### src/rtl/dtb_capture_ctrl.sv
// Capture run sequencer for the Tracer datapath: arm, wait for trigger, post-trigger
// delay, flush to the next memory-word boundary, done. Streaming mode only gates EN_O.
module dtb_capture_ctrl #(
  parameter int DELAY_W = 16
) (
  input  logic               FPGA_CLK_I,
  input  logic               RST_I,
  input  logic               ARM_I,
  input  logic               MODE_I,
  input  logic [DELAY_W-1:0] TRG_DELAY_I,
  input  logic               TRIGGER_I,
  input  logic               STORE_I,
  output logic               EN_O,
  output logic               TRG_EVENT_O,
  output logic               BUSY_O,
  output logic               DONE_O,
  output logic [DELAY_W-1:0] WORD_CNT_O,
  output logic [2:0]         STATE_O
);

  typedef enum logic [2:0] {
    S_IDLE   = 3'd0,
    S_ARMED  = 3'd1,
    S_DELAY  = 3'd2,
    S_FLUSH  = 3'd3,
    S_DONE   = 3'd4,
    S_STREAM = 3'd5
  } state_t;

  state_t             state_q, state_d;
  logic               arm_q;
  logic [DELAY_W-1:0] dly_q, dly_d;
  logic [DELAY_W-1:0] cnt_q, cnt_d;
  logic [DELAY_W-1:0] wcnt_q, wcnt_d;
  logic               en_q, trg_q, busy_q, done_q;
  logic               arm_rise;

  assign arm_rise = ARM_I & ~arm_q;

  // ARM_I low in any active state aborts, ahead of trigger/store handling.
  always_comb begin
    state_d = state_q;
    dly_d   = dly_q;
    cnt_d   = cnt_q;
    wcnt_d  = wcnt_q;

    if (state_q == S_IDLE && arm_rise) begin
      wcnt_d = '0;
    end else if (STORE_I && en_q && wcnt_q != {DELAY_W{1'b1}}) begin
      wcnt_d = wcnt_q + 1'b1;
    end

    case (state_q)
      S_IDLE: begin
        if (arm_rise) begin
          dly_d   = TRG_DELAY_I;
          state_d = MODE_I ? S_STREAM : S_ARMED;
        end
      end
      S_ARMED: begin
        if (!ARM_I) begin
          state_d = S_IDLE;
        end else if (TRIGGER_I) begin
          if (dly_q == '0) begin
            state_d = S_FLUSH;
          end else begin
            cnt_d   = dly_q;
            state_d = S_DELAY;
          end
        end
      end
      S_DELAY: begin
        cnt_d = cnt_q - 1'b1;
        if (!ARM_I) begin
          state_d = S_IDLE;
        end else if (cnt_q == {{(DELAY_W-1){1'b0}}, 1'b1}) begin
          state_d = S_FLUSH;
        end
      end
      S_FLUSH: begin
        if (!ARM_I) begin
          state_d = S_IDLE;
        end else if (STORE_I) begin
          state_d = S_DONE;
        end
      end
      S_DONE, S_STREAM: begin
        if (!ARM_I) begin
          state_d = S_IDLE;
        end
      end
      default: state_d = S_IDLE;
    endcase
  end

  // Outputs decoded from the next state so they move on the same edge as the state.
  always_ff @(posedge FPGA_CLK_I) begin
    if (RST_I) begin
      state_q <= S_IDLE;
      arm_q   <= 1'b0;
      dly_q   <= '0;
      cnt_q   <= '0;
      wcnt_q  <= '0;
      en_q    <= 1'b0;
      trg_q   <= 1'b0;
      busy_q  <= 1'b0;
      done_q  <= 1'b0;
    end else begin
      state_q <= state_d;
      arm_q   <= ARM_I;
      dly_q   <= dly_d;
      cnt_q   <= cnt_d;
      wcnt_q  <= wcnt_d;
      en_q    <= (state_d == S_ARMED) || (state_d == S_DELAY) ||
                 (state_d == S_FLUSH) || (state_d == S_STREAM);
      busy_q  <= (state_d == S_ARMED) || (state_d == S_DELAY) ||
                 (state_d == S_FLUSH) || (state_d == S_STREAM);
      trg_q   <= (state_d == S_FLUSH) || (state_d == S_DONE);
      done_q  <= (state_d == S_DONE);
    end
  end

  assign EN_O        = en_q;
  assign TRG_EVENT_O = trg_q;
  assign BUSY_O      = busy_q;
  assign DONE_O      = done_q;
  assign WORD_CNT_O  = wcnt_q;
  assign STATE_O     = state_q;

endmodule

### config.mk
export PLATFORM = sky130hd
export DESIGN_NAME = dtb_capture_ctrl
export DESIGN_NICKNAME = d
export VERILOG_FILES = /design/src/rtl/dtb_capture_ctrl.sv
export SDC_FILE = /design/constraint.sdc
export NUM_CORES = 1
export LEC_CHECK = 0
export CELL_PAD_IN_SITES_DETAIL_PLACEMENT = 1
export CELL_PAD_IN_SITES_GLOBAL_PLACEMENT = 1
export CORE_MARGIN = 1.5
export CORE_UTILIZATION = 39
export CTS_CLUSTER_SIZE = 14
export DETAILED_ROUTE_END_ITERATION = 6
export HOLD_SLACK_MARGIN = 0.15
export PLACE_DENSITY_LB_ADDON = 0.1
export RECOVER_POWER = 100
export SYNTH_ARGS = -nofsm -noshare
export SYNTH_HDL_FRONTEND = slang
export SYNTH_SLANG_ARGS = --single-unit
### constraint.sdc
create_clock -name FPGA_CLK_I -period 1.8 [get_ports FPGA_CLK_I]
set_input_delay 0.18 -clock FPGA_CLK_I [delete_from_list [all_inputs] [get_ports FPGA_CLK_I]]
set_output_delay 0.18 -clock FPGA_CLK_I [all_outputs]
set_load 0.05 [all_outputs]
==> qor.yml <==
cp-start-kind: "flop"
hold_depth: 3
required_ns: 1.62
via_per_inst: 5.610
fin_crit_ns: 1.761
tritoncts: "done"
design.core.area_mm2: 0.006422
gr-usage-met3: 0.03307
synth_commonest_cells: "55 x dfxtp_1, 52 x nand2_1, 35 x a21oi_1, 26 x nor2_1, 21 x nand3_1"
crit_cells: 1
p_leak_nw: 1.308
slowest_stage: "clkdlybuf4s50_1"
synth_top_cell_area_share: 0.4194
clkLatencyLatePin_ns: 0.31
ir_drop_v: 0.0003829
cts_made_buffers: 5
rsz0062_at_grt: "true"
r2r-start: "cnt_q[11]"
post-route-util: 0.5467
r2r-end: "DONE_O"
min_from: "TRG_DELAY_I[15]"
cellPowerDensity_mw_per_mm2: 724.4
r2r_slack_ns: 0.06
yosys_most_used_dff: "dfxtp_1"
drv_cap: 0
io_pins: 45
cts_buffer_depth: 2
drv_slew: 0
avgSynthCellArea_um2: 8.414
clk_transition_reported_paths_ns: 0.10
post-synth-top-count-cell: "dfxtp_1"
yosysSeqAreaShare: 0.4194
grt_pass1_vias: 2597
area_delta_synth_final_pct: 33.75
setup_viol: 0
start_util: 0.4087
ys_warn_count: 0
ant_nets: 0
syn_area_mm2: 0.002625
fin_crit_sh: 0.9783
slew_headroom: 0.5892
nNetsFinal: 416
die_x_um: 85.04
drt_pass1_iterations: 6
r2r_cells: 5
wl_per_cell_um: 16.39
hold_viol_final: 0
hold_class: "input pin to flop"
initialDrtViolationCount: 69
fin_area_mm2: 0.003511
grt.busiest_layer: "met2"
drc: 1
max_freq_mhz: 567.9
synth.net_count: 337
num_rows: 29
critPathTopFamily: "buffers and inverters"
yosys.area.top_type: "dfxtp_1"
post_cts_buffers: 0
grt_util_met2: 0.3470
die_h_um: 85.04
crit_chain: "clkdlybuf4s50_1"
ys_ff_latch: 55
place_hpwl_um: 5689
grt_pass1_wl_um: 12850
status: "complete, but fails checks"
violations: "design-rule violations"
met1_usage: 0.3190
critPathBufInv: 1
crit_path_end_kind: "output pin"
synth_edf_count: 0
grt_overflow: 0
syn_inst: 312
dieArea_mm2: 0.007232
ys_types: 53
cp-endpoint: "STATE_O[0]"
cp_slowest_stage_delay_ns: 0.84
finalWirelength_um: 7689
io_buffer_count: 44
gp_congestion: 0.8114
criticalPathCategory: "flop to output pin"
worst_pin_slew_ns: 0.6189
vias: 2631
synth_area_leaders: "dfxtp_1 42%, nand2_1 7.4%, a21oi_1 6.7%"
async_flop_share: 0
cts-root-buf: "clkbuf_8"
grt_max_degree: 32
drive_gt1_frac: 0.1939
post_dp_cell_area_mm2: 0.003405
antenna_found_initial: 0
cts.sinks: 55
startpoint: "STATE_O[0]"
cp.arrival_ns: 1.58
grt_use_total: 0.2224
h-tree-depth: 2
critPathMaxFanout: 9
antenna_cells: 0
fin_hold_ws_ns: 0.4082
fin_worst_skew_ns: 0.01172
==> power by group <==
| group | switching [W] | internal [W] |
|---|---|---|
| clock network | 0.000419 | 0.000353 |
| registers | 0.0000473 | 0.00126 |
| logic | 0.000248 | 0.000212 |
| total | 0.000715 | 0.00183 |
==> state kept, by name, summed over array words and instances, names as in the netlist <==
register	cells
BUSY_O	1
cnt_q	16
STATE_O	3
WORD_CNT_O	16
dly_q	16
DONE_O	1
arm_q	1
TRG_EVENT_O	1
==> layout make-up <==
class	instances	area, µm²
clock buffer	8	100.1
sequential	55	1111
fill	787	2912
inverter	4	15.01
tap	77	96.34
timing repair buffer	86	742.0
multi-input combinational	239	1446
==> through the flow <==
stage                     setup WS [ns]  setup TNS (ns)  total power (W)  cells
after floorplan                 0.02432               0         0.001565    312
after global placement         -0.02518        -0.06111         0.001770    461
after detailed placement       -0.06627         -0.3358         0.001780    461
after CTS                      0.001475               0         0.002554    469
after global routing           -0.01106        -0.02385         0.002638    469
final                           0.03906               0         0.002543    469
==> what timing repair did <==
| item | 4_1_cts | 5_1_grt |
|---|---|---|
| hold buffers | 0 | 0 |
| cloned | 0 | 0 |
| setup endpoints to repair | 4 | 13 |
| pin swaps | 1 | 3 |
| endpoints found under the hold margin | 0 | 0 |
| resized for setup | 4 | 9 |
==> routing by layer <==
layer,routed length (µm),up-vias
li1,-,1286
met1,3875,1292
met2,3459,46
met3,244,7
met4,110,0
met5,0,-
==> cell families (layout without fill, tap and decap cells) <==
family / after synthesis / after routing / share of synthesized area
muxes: 4 / 4 / 0.01573
DFF: 55 / 55 / 0.4194
xor gates and xnor gates: 14 / 14 / 0.04671
AOI/OAI and AO/OA: 67 / 67 / 0.1644
and+or+nand+nor: 151 / 151 / 0.2989
adders and majority gates: 3 / 3 / 0.01430
buffers and inverters: 18 / 98 / 0.04051
==> cell usage in the layout, fill, tap and decap left out, types with 3 or more instances in the layout <==
| cell type | n |
|---|---|
| a211oi_1 | 3 |
| nor3_1 | 8 |
| clkbuf_8 | 7 |
| clkbuf_1 | 5 |
| o221a_2 | 3 |
| nand4_1 | 6 |
| clkdlybuf4s50_1 | 39 |
| o211ai_1 | 4 |
| nand2_1 | 52 |
| a31oi_1 | 7 |
| inv_1 | 4 |
| nand3_1 | 21 |
| nor4_1 | 4 |
| nor2b_1 | 3 |
| mux2i_1 | 3 |
| a21oi_1 | 34 |
| dfxtp_2 | 5 |
| xnor2_1 | 5 |
| buf_4 | 40 |
| dfxtp_1 | 49 |
| ha_1 | 3 |
| xor2_1 | 9 |
| and2_1 | 4 |
| nor2_1 | 26 |
| and3_1 | 4 |
==> worst min path at each step <==
stage | endpoint | slack (ns)
after floorplan | dly_q[0] | 0.32
after global placement | dly_q[3] | 0.48
after detailed placement | dly_q[3] | 0.48
after CTS | dly_q[15] | 0.40
after global routing | dly_q[1] | 0.42
final | dly_q[15] | 0.41
(Power assumes the default switching activity.)
